--- src/rtl/frisk_anim_select.sv ---
// frisk_anim_select
//   Picks the Frisk sprite to display and produces the registered Frisk pixel.
//   Facing direction and walk phase come from the keycode, which is sampled once
//   per frame on a tick derived from frame_clk. Sprite selection decodes direction
//   and phase. The selected ROM colour is colour-keyed against TRANSPARENT.
//
// Parameters
//   ANIM_DIV     frame ticks per walk-phase step while the same move key is held (>=1)
//   TRANSPARENT  ROM colour treated as see-through
//
// Ports
//   Clk          system clock
//   Reset_n      asynchronous, active-low reset
//   frame_clk    vsync-rate strobe, sampled in the Clk domain
//   keycode      USB keycode: 26 W up, 4 A left, 22 S down, 7 D right, else none
//   is_frisk     current pixel lies inside the Frisk box
//   rom_colors   ten packed ROM colours; [24*i+23:24*i] is sprite i+1
//   sprite_sel   active sprite number 1..10
//   frisk_pixel  registered: draw Frisk colour at this pixel
//   frisk_color  registered RGB, 0 when frisk_pixel is 0
//   walking      1 while the FSM is in WALK (also serves as the FSM state view)
module frisk_anim_select #(
    parameter int          ANIM_DIV    = 8,
    parameter logic [23:0] TRANSPARENT = 24'h000000
) (
    input  logic         Clk,
    input  logic         Reset_n,
    input  logic         frame_clk,
    input  logic [7:0]   keycode,
    input  logic         is_frisk,
    input  logic [239:0] rom_colors,
    output logic [3:0]   sprite_sel,
    output logic         frisk_pixel,
    output logic [23:0]  frisk_color,
    output logic         walking
);

    localparam int DW = $clog2(ANIM_DIV + 1);
    localparam logic [DW-1:0] DIV_LAST = DW'(ANIM_DIV - 1);

    localparam logic [0:0] ST_IDLE = 1'b0;
    localparam logic [0:0] ST_WALK = 1'b1;

    localparam logic [1:0] DIR_DOWN  = 2'd0;
    localparam logic [1:0] DIR_UP    = 2'd1;
    localparam logic [1:0] DIR_LEFT  = 2'd2;
    localparam logic [1:0] DIR_RIGHT = 2'd3;

    logic [0:0]    state;
    logic [1:0]    dir;
    logic [1:0]    phase;
    logic [DW-1:0] div_cnt;
    logic          fc_d;
    logic          tick;

    logic          key_valid;
    logic [1:0]    key_dir;
    logic [23:0]   sel_color;
    logic          pixel_next;

    // Keycode decode; anything other than the four move keys means "no key".
    always_comb begin
        key_valid = 1'b1;
        key_dir   = DIR_DOWN;
        case (keycode)
            8'd26:   key_dir = DIR_UP;
            8'd4:    key_dir = DIR_LEFT;
            8'd22:   key_dir = DIR_DOWN;
            8'd7:    key_dir = DIR_RIGHT;
            default: key_valid = 1'b0;
        endcase
    end

    // Rising-edge detect on frame_clk; tick lands one Clk after the rising sample,
    // so a frame_clk held high yields exactly one tick.
    always_ff @(posedge Clk or negedge Reset_n) begin
        if (!Reset_n) begin
            fc_d <= 1'b0;
            tick <= 1'b0;
        end else begin
            fc_d <= frame_clk;
            tick <= frame_clk & ~fc_d;
        end
    end

    // Walk FSM. A direction change takes priority over a divider wrap on the same tick.
    always_ff @(posedge Clk or negedge Reset_n) begin
        if (!Reset_n) begin
            state   <= ST_IDLE;
            dir     <= DIR_DOWN;
            phase   <= 2'd0;
            div_cnt <= '0;
        end else if (tick) begin
            case (state)
                ST_IDLE: begin
                    if (key_valid) begin
                        dir     <= key_dir;
                        phase   <= 2'd1;
                        div_cnt <= '0;
                        state   <= ST_WALK;
                    end
                end
                default: begin
                    if (!key_valid) begin
                        phase   <= 2'd0;
                        div_cnt <= '0;
                        state   <= ST_IDLE;
                    end else if (key_dir != dir) begin
                        dir     <= key_dir;
                        phase   <= 2'd1;
                        div_cnt <= '0;
                    end else if (div_cnt == DIV_LAST) begin
                        div_cnt <= '0;
                        phase   <= phase + 2'd1;
                    end else begin
                        div_cnt <= div_cnt + 1'b1;
                    end
                end
            endcase
        end
    end

    assign walking = (state == ST_WALK);

    // Phase 0 and 2 are standing frames; 1 is walk A, 3 is walk B.
    // Left/right reuse the same sprite for both walk frames.
    always_comb begin
        sprite_sel = 4'd1;
        case (dir)
            DIR_DOWN:  sprite_sel = !phase[0] ? 4'd1 : (phase[1] ? 4'd3 : 4'd2);
            DIR_UP:    sprite_sel = !phase[0] ? 4'd4 : (phase[1] ? 4'd6 : 4'd5);
            DIR_LEFT:  sprite_sel = !phase[0] ? 4'd7 : 4'd8;
            default:   sprite_sel = !phase[0] ? 4'd9 : 4'd10;
        endcase
    end

    always_comb begin
        sel_color = rom_colors[23:0];
        for (int i = 0; i < 10; i++) begin
            if (sprite_sel == 4'(i + 1)) begin
                sel_color = rom_colors[24*i +: 24];
            end
        end
    end

    assign pixel_next = is_frisk && (sel_color != TRANSPARENT);

    always_ff @(posedge Clk or negedge Reset_n) begin
        if (!Reset_n) begin
            frisk_pixel <= 1'b0;
            frisk_color <= 24'h000000;
        end else begin
            frisk_pixel <= pixel_next;
            frisk_color <= pixel_next ? sel_color : 24'h000000;
        end
    end

endmodule

--- config.mk ---
export PLATFORM = sky130hd
export DESIGN_NAME = frisk_anim_select
export DESIGN_NICKNAME = d
export VERILOG_FILES = /design/src/rtl/frisk_anim_select.sv
export SDC_FILE = /design/constraint.sdc
export NUM_CORES = 1
export LEC_CHECK = 0
export BUFFER_PORTS_ARGS = -buffer_cell sky130_fd_sc_hd__buf_2
export CORE_AREA = 2 2 110 112
export CTS_CLUSTER_DIAMETER = 100
export DETAILED_ROUTE_END_ITERATION = 16
export DIE_AREA = 0 0 112 114
export PLACE_DENSITY_LB_ADDON = 0.25
export SYNTH_ARGS = -nofsm -noshare
export SYNTH_HDL_FRONTEND = slang
export SYNTH_SLANG_ARGS = --single-unit
--- constraint.sdc ---
create_clock -name Clk -period 7.7 [get_ports Clk]
set_input_delay 1.54 -clock Clk [delete_from_list [all_inputs] [get_ports Clk]]
set_output_delay 1.54 -clock Clk [all_outputs]
set_load 0.005 [all_outputs]
# Word-level counts from Yosys, hierarchy flattened
# Cells that the tools add are included.
dict set report word_totals {
  register_bits 36
  output_inout_bits 30
  wordCells 73
}
dict set report classes {
  n_addsub 2
  n_eq_ne 19
  mux 34
  bitwise_logic 2
  n_reduce_logical 8
}
# cell count
set op_table {}
lappend op_table {{$mux 24} 10}
lappend op_table {{$mux 2} 13}
lappend op_table {{$mux 4} 6}
lappend op_table {{$reduce_bool 24->1} 1}
lappend op_table {{$eq 4x3->1 const B} 5}
lappend op_table {{$eq 8x3->1 const B} 2}
lappend op_table {{$eq 8x5->1 const B} 2}
lappend op_table {{$eq 4x4->1 const B} 3}
lappend op_table {{$pmux 4 s3} 1}
lappend op_table {{$eq 4x2->1 const B} 2}
lappend op_table {{$pmux 2 s3} 1}
lappend op_table {{$reduce_and 3->1} 2}
lappend op_table {{$add 4x1->4 const B} 1}
lappend op_table {{$ne 4x2->1 const B} 1}
lappend op_table {{$reduce_or 4->1} 1}
lappend op_table {{$mux 1} 3}
lappend op_table {{$add 2x1->2 const B} 1}
lappend op_table {{$eq 2x1->1 const B} 1}
lappend op_table {{$eq 2x2->1 const B} 1}
lappend op_table {{$logic_not 2->1} 1}
lappend op_table {{$ne 2x1->1 const B} 1}
lappend op_table {{$ne 2x2->1} 1}
lappend op_table {{$reduce_and 2->1} 1}
lappend op_table {{$reduce_bool 2->1} 1}
lappend op_table {{other kinds (3)} 3}

# Depth between registers and ports, before layout
# Gate-level depths: netlist (run 1).
dict set report depth {
  depth_word 16
  mapped_depth 12
}

# Worst setup path after synthesis (run 1)
# Ideal clock, no wire load.
dict set report synth_timing {
  kind {input -> register}
  from {input keycode[5]}
  to {register phase[1]}
  setup_time_ns 0.125
  arrival_time_ns 3.144
  setup_slack_ns 4.431
  path_stages 7
  n_path_buf 0
  path_cell_list {nor3_1 -> o211ai_1 -> xnor2_1 -> nand4_1 -> o21bai_1 -> nor2b_1 -> mux2_2}
}
dict set report synth_between {
  elab_chain_len 6
  elab_cells_between_ends 14
  classes_between {eq/ne (6); mux (5); reduce/logical (3)}
}
# item line
set synth_lines {}
lappend synth_lines {{from (decl)} 29} ;# input logic [7:0] keycode,
lappend synth_lines {{$eq 8x3->1 or $eq 8x5->1 (tied branches)} 65} ;# case (keycode)
lappend synth_lines {{$pmux 2 s3} 65}
lappend synth_lines {{$ne 2x2->1} 108} ;# end else if (key_dir != dir) begin
lappend synth_lines {{$mux 2} 108}
lappend synth_lines {{$mux 2} 104} ;# if (!key_valid) begin
lappend synth_lines {{$mux 2} 94} ;# case (state)
lappend synth_lines {{to (signal assigned)} 114} ;# phase <= phase + 2'd1;
lappend synth_lines {{to (decl)} 51} ;# logic [1:0] phase;
# Several ways; a longest one is shown, not always the timed one.
# A chain may end at the register's enable or synchronous reset.

# Worst setup path in the final report (run 1)
dict set report layout_timing {
  from {register phase[0]}
  to {output sprite_sel[1]}
}
dict set report layout_between {
  elab_chain_len 2
  elab_cells_between_ends 5
  classes_between {mux (5)}
}
# item line
set layout_lines {}
lappend layout_lines {{$mux 2, or another cell as far along} 133} ;# default: sprite_sel = !phase[0] ? 4'd9 : 4'd10;
lappend layout_lines {{$pmux 4 s3 *} 129} ;# case (dir)
lappend layout_lines {{to (decl)} 32} ;# output logic [3:0] sprite_sel,
# Every way passes the cells marked *; elsewhere a longest branch is shown, timed or not.

==> impl_metrics.json, run 1 <==
{
  "synth.avg_cell_area_um2": 7.85,
  "dp_hpwl_um": 15500,
  "avgRoutedWirePerCell_um": 21.2,
  "vias": 5013,
  "htree_num_levels": 2,
  "rsz0062_at_grt": "no",
  "startpoint_type": "flop",
  "yosysSeqAreaShare_pct": 23.5,
  "dpl_cell_area_um2": 5290,
  "path_cells": "ha_1 > nand2_1 > a21oi_1 > a31o_2 > buf_2",
  "fin_area_um2": 5450,
  "synth_most_common_cell": "nor2_1",
  "slowest_stage": "dfrtp_2",
  "yosys_warnings": 0,
  "yosys-top-cells-count": "62 x nor2_1, 45 x mux2i_1, 36 x dfrtp_1",
  "worst_path_largest_cell_delay_ns": 1.01,
  "p_per_area_nw_per_um2": 135,
  "worstPathArrival_ns": 2.73,
  "total_power_w": 0.000734,
  "synth_xor_area_share_pct": 0.686,
  "whs_ns": 0.396,
  "crit-reg2reg-launch": "phase[0]",
  "fillCellCount": 1245,
  "drtIter0Drc": 349,
  "initial_core_util_pct": 32.7,
  "dieArea_um2": 12800,
  "maxCapViolations": 0,
  "run_status": "complete, no violations",
  "clock_sinks": 36,
  "fin_util_pct": 46.5,
  "whs_path_depth": 1,
  "period_needed_ns": 4.27,
  "synth_cell_types": 60,
  "cts_tree": "yes",
  "rows": 40,
  "synth_top_area_share_pct": 23.5,
  "worst-path-buf-inv": 1,
  "final_max_slew_viol_count": 0,
  "root_buffer": "clkbuf_16",
  "grt_pass1_vias": 5187,
  "power_leakage_nw": 2.54,
  "first_pass_iters": 5,
  "synth_edf_count": 0,
  "hold_path.class": "flop to flop",
  "syn_inst": 488,
  "post_cts_resized": 0,
  "grt_pass1_wl_um": 28000,
  "critPathRequiredTime_ns": 6.16,
  "io_pins": 282,
  "core_area_um2": 11700,
  "port_buffers": 281,
  "track_usage_pct": 28.3,
  "drtAntennaViolNets": 0,
  "synth_nets": 744,
  "worstPathMaxFanout": 40,
  "post_cts_buffers": 0,
  "dieHeight_um": 114,
  "rr_worst_depth": 8,
  "crit_type": "flop to output port",
  "clkTransAtPathRegs_ns": 0.05,
  "layout.nets": 997,
  "viasPerCell": 5.63,
  "hold_path_end": "tick",
  "synthArstFlopShare_pct": 100,
  "clk_latency_ns": 0.27,
  "ys.flop_type": "dfrtp_1",
  "grt_max_degree": 41,
  "peakVddDrop_uv": 93.2,
  "antenna_found_initial": 2,
  "skew_ns": 0.00338,
  "critical_path.top_delay_family": "flip-flops",
  "clk_path_buf_depth": 2,
  "synth-compound-area-share_pct": 32.1,
  "min_from": "fc_d",
  "setup_viol": 0,
  "drt_wl_total_um": 18900,
  "synth_top_family_by_area": "compound AO/OA/AOI/OAI gates",
  "numCtsBuffers": 5,
  "synth_top_area_cell": "dfrtp_1",
  "area_delta_synth_final_pct": 42.2,
  "worst_pin_slew_ns": 1.04,
  "syn_area_um2": 3830,
  "muxShareOfSynthArea_pct": 15.9,
  "hold_violations": 0,
  "setup-tns-final_ns": 0,
  "r2r-end": "frisk_pixel",
  "synth_area_leaders": "dfrtp_1 24%, mux2i_1 12%, nor2_1 6.1%",
  "drive_above_1_share_pct": 42.5,
  "holdBufCountCts": 0,
  "rrSetupSlack_ns": 3.68,
  "drc": 0,
  "die_w_um": 112,
  "synth-simple-area-share_pct": 20.7,
  "ys_ff_latch": 36,
  "slew-limit-headroom_pct": 30.5,
  "endpoint_kind": "output port",
  "grt_overflow": 0,
  "post-route-period-util_pct": 55.4,
  "gp_congestion": 0.925,
  "timing.fmax_mhz": 234,
  "yosys.area_share.adder_pct": 1.31
}
==> stage by stage <==
| step | std cells | setup WS, ns |
|---|---|---|
| finish | 891 | 3.43 |
| global route | 890 | 3.25 |
| CTS | 888 | 3.45 |
| detailed placement | 881 | 3.71 |
| global placement | 881 | 3.82 |
| floorplan | 488 | 4.43 |
==> where the power goes <==
| group | total, W | switching (W) | internal (W) |
|---|---|---|---|
| registers | 0.000223 | 0.0000182 | 0.000204 |
| clock network | 0.000205 | 0.0000699 | 0.000136 |
| logic | 0.000306 | 0.000157 | 0.000149 |
==> kinds of logic after synthesis <==
family	Yosys count
compound gates	174
simple gates	161
mux	59
buf+inv	51
flops	36
fa+ha+maj	4
xor+xnor	3
==> layer usage <==
| layer | track usage [%] | part of all wire [%] | up-vias |
|---|---|---|---|
| met3 | 5.26 | 7.9 | 35 |
| met4 | 8.70 | 3.1 | 0 |
| met1 | 33.0 | 38 | 2351 |
| met2 | 52.8 | 51 | 265 |
| li1 | - | - | 2362 |
| met5 | 0 | 0 | - |
==> worst register-to-register path: stages, from the launching register on <==
cell and delay (ns):
dfrtp_2 1.01, ha_2 0.89, and4b_1 0.37, or2_1 0.65, inv_1 0.09, o221ai_1 0.26
nand4_1 0.15, nor4_1 0.29, a41oi_1 0.15
==> cells in the final DEF, fill, tap and decap left out, types with 4 or more instances in the layout <==
cell type  count
a211oi_1      19
a21o_1         4
a21oi_1       24
a22o_1         6
a22oi_1       13
a2bb2oi_1     13
a31oi_1        7
and2_1         9
buf_2        281
buf_4          6
clkbuf_16      5
dfrtp_1       35
inv_1          9
mux2_2        14
mux2i_1       45
nand2_1       35
nand2b_1       6
nand4_1        5
nor2_1        62
nor2b_1       11
nor3_1        11
nor3b_1        4
o211ai_1      13
o21ai_0       23
o221ai_1       7
o22ai_1       12
o2bb2ai_1     10
o32ai_1        4
==> layout make-up <==
class	count	area [µm²]	share of cell area, %
Multi-Input combinational cell	401	2710	49.8
Timing Repair Buffer	287	1450	26.6
Sequential cell	36	902	16.6
Tap cell	147	184	3.38
Clock buffer	7	153	2.80
Inverter	10	37.5	0.689
Antenna cell	3	7.51	0.138
==> sequential cells by signal, indices dropped and copies added (netlist names) <==
name         cells
frisk_color     24
frisk_pixel      1
walking          1
phase            2
fc_d             1
div_cnt          4
tick             1
dir              2
==> worst max path at each step <==
stage,from,end,slack (ns),cells past startpoint
6_report,phase[0],sprite_sel[1],3.43,5
5_1_grt,phase[0],sprite_sel[1],3.25,5
4_1_cts,phase[0],sprite_sel[1],3.45,5
3_5_place_dp,phase[0],frisk_pixel,3.71,8
3_3_place_gp,phase[0],sprite_sel[1],3.82,5
2_1_floorplan,keycode[5],phase[1],4.43,7
(Power assumes the default switching activity.)
==> run 2: changes to the inputs <==
Settings changed: ABC_AREA from default to 1, CORE_AREA 2 2 110 112 to 2 2 109 111, DIE_AREA 0 0 112 114 to 0 0 111 113.
Clock period 7.7 ns to 4.1 ns, I/O delays scaled along.
==> run 2 against run 1 <==
Sequential power grew 130%. Highest routed layer unchanged. Sequential cell count unchanged. Register-to-register slack worse by 3.3 ns. Via count increased by 22%. Count of clock-buffer cells in the layout down 1. Final cell count increased by 42%. Worst setup slack lost 3.0 ns. Non-clock buffer count up 1. Synthesized cell count is 78% higher. Hold slack improved by 0.012 ns. Clock power rose by 110%. Design area increased by 16%.
==> impl_metrics.json, run 2 <==
{
  "largest_reg_flops": 24,
  "grt_overflow": 0,
  "drt_wl_total_um": 17000,
  "synth_nets": 1127,
  "skew_ns": 0.00584,
  "p_int_w": 0.00147,
  "drtIter0Drc": 462,
  "clkPwrFrac_pct": 14.3,
  "die_w_um": 111,
  "port_buffers": 281,
  "grt_pass1_vias": 5669,
  "clk_path_buf_depth": 2,
  "drive_above_1_share_pct": 31.2,
  "reg_top3": "frisk_color (24), div_cnt (4)",
  "period_needed_ns": 3.69,
  "startpoint_type": "flop",
  "power_frac_comb_pct": 68.4,
  "mostFrequentLayoutCells": "321 x nand2_1, 281 x buf_2, 125 x nor2_1",
  "grt_pass1_wl_um": 26800,
  "syn_area_um2": 4720,
  "ys_ff_latch": 36,
  "clock_sinks": 36,
  "instances_no_fill": 1266,
  "whs_ns": 0.409,
  "final_max_slew_viol_count": 0,
  "yosys_warnings": 0,
  "yosysSeqAreaShare_pct": 19.1,
  "dieArea_um2": 12500,
  "area_delta_synth_final_pct": 33.5,
  "worst_pin_slew_ns": 0.823,
  "rsz0062_at_grt": "no",
  "holdBufCountCts": 0,
  "viasPerCell": 4.82,
  "worstPathArrival_ns": 3.84,
  "drc": 0,
  "p_sw_w": 0.00149,
  "syn_inst": 871,
  "timing.fmax_mhz": 271,
  "synth_top_area_cell": "nand2_1",
  "track_usage_pct": 26.0,
  "clk_latency_ns": 0.27,
  "power_leakage_nw": 3.91,
  "drtAntennaViolNets": 0,
  "seq_area_um2": 901,
  "clkTransAtPathRegs_ns": 0.06,
  "synthArstFlopShare_pct": 100,
  "synth_area_leaders": "nand2_1 26%, dfrtp_1 19%, nor2_1 10%",
  "synth.avg_cell_area_um2": 5.42,
  "setup-tns-final_ns": 0,
  "cts_tree": "yes",
  "final_common_cell": "nand2_1",
  "antenna_found_initial": 0,
  "hold_violations": 0,
  "hold_path.class": "flop to flop",
  "dieHeight_um": 113,
  "placedCellCount": 1254,
  "post-route-period-util_pct": 89.9,
  "critPathRequiredTime_ns": 4.25,
  "synth_most_common_cell": "nand2_1",
  "worstPathMaxFanout": 47,
  "crit_type": "flop to flop",
  "multi_input_area_um2": 3120,
  "grt_max_degree": 48,
  "peakVddDrop_uv": 256,
  "p_per_area_nw_per_um2": 471,
  "rows": 39,
  "io_pins": 282,
  "gp_congestion": 0.900,
  "root_buffer": "clkbuf_16",
  "maxCapViolations": 0,
  "synth_cell_types": 37,
  "htree_num_levels": 2,
  "seqPwrFrac_pct": 17.3,
  "fillCellCount": 1216,
  "run_status": "complete, no violations",
  "numCtsBuffers": 5,
  "layout.nets": 1377,
  "synth_top_area_share_pct": 25.5,
  "avgRoutedWirePerCell_um": 13.4,
  "top_register": "frisk_color",
  "dp_hpwl_um": 13600,
  "vias": 6100,
  "endpoint_kind": "flop",
  "slew-limit-headroom_pct": 45.2,
  "core_area_um2": 11300,
  "swShare_pct": 50.4,
  "setup_viol": 0,
  "synth_edf_count": 0,
  "first_pass_iters": 5,
  "ys.flop_type": "dfrtp_1",
  "yosys-top-cells-count": "321 x nand2_1, 126 x nor2_1, 113 x inv_1",
  "initial_core_util_pct": 41.9
}
==> run 2: cell count changes in the layout (fill, tap and decap cells not counted), moves of 12 or more <==
| cell | change |
|---|---|
| inv_1 | +104 |
| or2_0 | +12 |
| a211oi_1 | -19 |
| a22oi_1 | -13 |
| mux2i_1 | -45 |
| o21ai_0 | -17 |
| nand4_1 | +22 |
| nor2_2 | +21 |
| nor2_1 | +63 |
| nand3_1 | +78 |
| o211ai_1 | -12 |
| mux2_2 | -14 |
| nand2_1 | +286 |
| a2bb2oi_1 | -13 |
==> run 2: final timing paths <==
check	from	endpoint	slack [ns]	cells past startpoint
max	phase[0]	frisk_color[2]	0.41	23
min	fc_d	tick	0.41	1
max reg2reg	phase[0]	frisk_color[2]	0.41	23
min reg2reg	fc_d	tick	0.41	1
max in group asynchronous	Reset_n	frisk_color[5]	2.94	1
min in group asynchronous	Reset_n	frisk_color[15]	0.65	1
==> run 2: per-layer routing <==
layer	vias up	share of wire (%)	track usage, %
li1	3155	-	-
met3	28	7.7	4.87
met1	2671	41	30.8
met5	-	0	0
met4	0	2.3	6.83
met2	246	49	48.2
==> run 2: worst max-delay path, cell delays in order, from the launching register on <==
cell     delay (ns)
dfrtp_1        0.49
ha_1           0.25
inv_1          0.05
nand2_1        0.06
nand3_2        0.11
nand3_4        0.34
nor2_2         0.24
nand2_1        0.06
buf_4          0.25
or2_2          0.32
nand3_1        0.08
nand2_1        0.08
nand2_1        0.06
nand2_1        0.04
nand2_1        0.09
nand2_1        0.07
nand2_1        0.06
nand2_1        0.10
nor2_1         0.13
nand2_1        0.06
nor2_1         0.09
nand3_1        0.18
nand2_8        0.25
nor2_1         0.06
==> run 2: final cells by class <==
class                      instances  share of cell area [%]
antenna                            1                  0.0397
clock buffer                       6                    2.05
clock inverter                     2                   0.556
inverter                         121                    7.25
multi-input combinational        669                    49.6
sequential                        36                    14.3
tap                              143                    2.84
timing repair buffer             288                    23.4
==> run 2: kinds of logic after synthesis <==
| kind of cell | Yosys count | share of synthesized area, % |
|---|---|---|
| flip-flops | 36 | 19.1 |
| AO/OA/AOI/OAI | 42 | 4.93 |
| adder cells (fa/ha/maj) | 4 | 1.06 |
| XOR/XNOR | 3 | 0.557 |
| AND/OR/NAND/NOR | 618 | 58.7 |
| buffers and inverters | 168 | 15.6 |
==> run 2: power by group through the flow <==
stage	clock network, W	registers [W]	logic, W
floorplan	0	0.000514	0.00142
global placement	0	0.000518	0.00197
detailed placement	0	0.000519	0.00200
CTS	0.000427	0.000514	0.00201
global route	0.000447	0.000522	0.00231
finish	0.000424	0.000513	0.00203
==> run 2: through the flow <==
| step | cell area (µm²) | power [W] | setup slack [ns] | utilization (%) |
|---|---|---|---|---|
| floorplan | 4720 | 0.00194 | 1.36 | - |
| global placement | 6090 | 0.00249 | 0.468 | 54.0 |
| detailed placement | 6090 | 0.00252 | 0.360 | 54.0 |
| CTS | 6260 | 0.00295 | 0.356 | 55.5 |
| global route | 6290 | 0.00328 | 0.0320 | 55.8 |
| finish | 6300 | 0.00296 | 0.414 | 55.9 |
==> run 2: repair_timing <==
action,CTS,global route
setup buffers,0,1
endpoints found under the setup margin,0,24
gates resized for setup,0,1
==> run 3: changes to the inputs <==
Settings changed: ABC_AREA 1 to 0, CORE_AREA 2 2 109 111 to 2 2 108 110, DIE_AREA 0 0 111 113 to 0 0 110 112.
Clock period 4.1 ns to 3.9 ns, I/O delays scaled along.
==> run 3 against run 2 <==
Die area is 1.8% lower. Sequential power fell by 17%. Utilization shrank 6.5 points. Design area fell by 12%. Register-to-register slack improved by 0.097 ns. Routed wire length rose by 13%. Non-clock buffer count rose by 7. First-iteration DRC count shrank 8.2%. Global-route usage up 4.5 points. Final cell count down 29%. Count of clock-buffer cells in the layout decreased by 1. Critical path type unchanged. Highest routed layer unchanged.
==> impl_metrics.json, run 3 (same netlist as run 1, synthesis figures left out) <==
{
  "die_w_um": 110,
  "period_needed_ns": 3.39,
  "whs_path_depth": 1,
  "placedCellCount": 885,
  "post_cts_buffers": 0,
  "holdBufCountCts": 0,
  "crit_type": "flop to flop",
  "endpoint_kind": "flop",
  "setup_viol": 0,
  "drtIter0Drc": 424,
  "drtAntennaViolNets": 0,
  "drive_above_1_share_pct": 43.2,
  "grt_pass1_vias": 5189,
  "numCtsBuffers": 5,
  "grt_max_degree": 37,
  "dieHeight_um": 112,
  "cp.depth": 8,
  "clk_latency_ns": 0.28,
  "track_usage_pct": 30.5,
  "top_register": "frisk_color",
  "clkTransAtPathRegs_ns": 0.06,
  "drc": 0,
  "power_leakage_nw": 2.59,
  "drt_wl_total_um": 19200,
  "first_pass_iters": 5,
  "startpoint_type": "flop",
  "mostFrequentLayoutCells": "281 x buf_2, 62 x nor2_1, 45 x mux2i_1",
  "path_cells": "ha_2 > buf_4 > a21oi_1 > a211oi_1 > o21ai_0 > or4b_1 > nor4_1 > a41oi_1",
  "maxCapViolations": 0,
  "hold_violations": 0,
  "antenna_found_initial": 2,
  "worstPathMaxFanout": 22,
  "rows": 39,
  "p_per_area_nw_per_um2": 273,
  "grt_pass1_wl_um": 28100,
  "reg_top3": "frisk_color (24), div_cnt (4)",
  "rr_worst_depth": 8,
  "dpl_cell_area_um2": 5340,
  "area_delta_synth_final_pct": 44.1,
  "worst_pin_slew_ns": 0.974,
  "final_max_slew_viol_count": 0,
  "worst_path_largest_cell_delay_ns": 0.62,
  "whs_ns": 0.399,
  "initial_core_util_pct": 34.3,
  "port_buffers": 281,
  "timing.fmax_mhz": 295,
  "dieArea_um2": 12300,
  "post_cts_resized": 0,
  "critical_path.top_delay_family": "compound AO/OA/AOI/OAI gates",
  "io_pins": 282,
  "rsz0062_at_grt": "no",
  "post-route-period-util_pct": 86.9,
  "dp_hpwl_um": 16000,
  "fin_area_um2": 5520,
  "final_common_cell": "buf_2",
  "gp_congestion": 0.989,
  "vias": 5129,
  "largest_reg_flops": 24,
  "grt_overflow": 0,
  "skew_ns": 0.00422,
  "clock_sinks": 36,
  "viasPerCell": 5.72,
  "instances_no_fill": 896,
  "run_status": "complete, no violations",
  "setup-tns-final_ns": 0,
  "clk_path_buf_depth": 2,
  "critPathRequiredTime_ns": 4.04,
  "avgRoutedWirePerCell_um": 21.5,
  "core_area_um2": 11200,
  "worstPathArrival_ns": 3.53,
  "post-place-ws_ns": 0.529,
  "peakVddDrop_uv": 277,
  "slew-limit-headroom_pct": 34.8,
  "layout.nets": 1005,
  "worst-path-buf-inv": 1,
  "htree_num_levels": 2,
  "root_buffer": "clkbuf_16",
  "fin_ws_ns": 0.511,
  "cts_tree": "yes",
  "slowest_stage": "dfrtp_2",
  "hold_path.class": "flop to flop"
}
run 3: cell count changes in the layout (fill, tap and decap cells not counted), sizes merged, moves of 23 or more:
cell   before  now
nand2     326   35
inv       121    9
nand4      28    5
nand3      85    2
nor2      154   62
mux2i       0   45
run 3: worst register-to-register path, stage by stage (launching register included):
cell	delay (ns)
dfrtp_2	0.62
ha_2	0.55
buf_4	0.36
a21oi_1	0.26
a211oi_1	0.28
o21ai_0	0.18
or4b_1	0.58
nor4_1	0.27
a41oi_1	0.15
run 3: layout make-up:
class | count | area (µm²)
Timing Repair Buffer | 295 | 1510
Clock buffer | 5 | 125
Fill cell | 1150 | 5660
Tap cell | 143 | 179
Multi-Input combinational cell | 401 | 2710
Inverter | 10 | 37.5
Clock inverter | 3 | 42.5
Sequential cell | 36 | 902
Antenna cell | 3 | 7.51
run 3: stage by stage:
stage	total power (W)	util [%]
after global routing	0.00159	49.4
after global placement	0.00105	47.8
final	0.00151	49.4
after detailed placement	0.00105	47.8
after CTS	0.00151	49.3
after floorplan	0.000769	-
run 3: layer usage:
layer | GRT usage (%) | routed length (µm) | up-vias
met3 | 5.39 | 1360 | 47
li1 | - | - | 2376
met1 | 37.0 | 7720 | 2444
met2 | 53.0 | 9480 | 262
met4 | 10.9 | 684 | 0
met5 | 0 | 0 | -
run 3: path summary, 6_finish.rpt:
path | start | endpoint | slack (ns)
setup / recovery | phase[0] | frisk_pixel | 0.51
hold / removal | fc_d | tick | 0.40
setup reg to reg | phase[0] | frisk_pixel | 0.51
hold reg to reg | fc_d | tick | 0.40
max in group asynchronous | Reset_n | phase[0] | 2.74
min in group asynchronous | Reset_n | frisk_color[5] | 0.59
run 3: power breakdown:
| part | switching, W | total [W] | internal (W) |
|---|---|---|---|
| Sequential | 0.0000208 | 0.000424 | 0.000404 |
| Clock | 0.000156 | 0.000456 | 0.000300 |
| Combinational | 0.000330 | 0.000628 | 0.000297 |
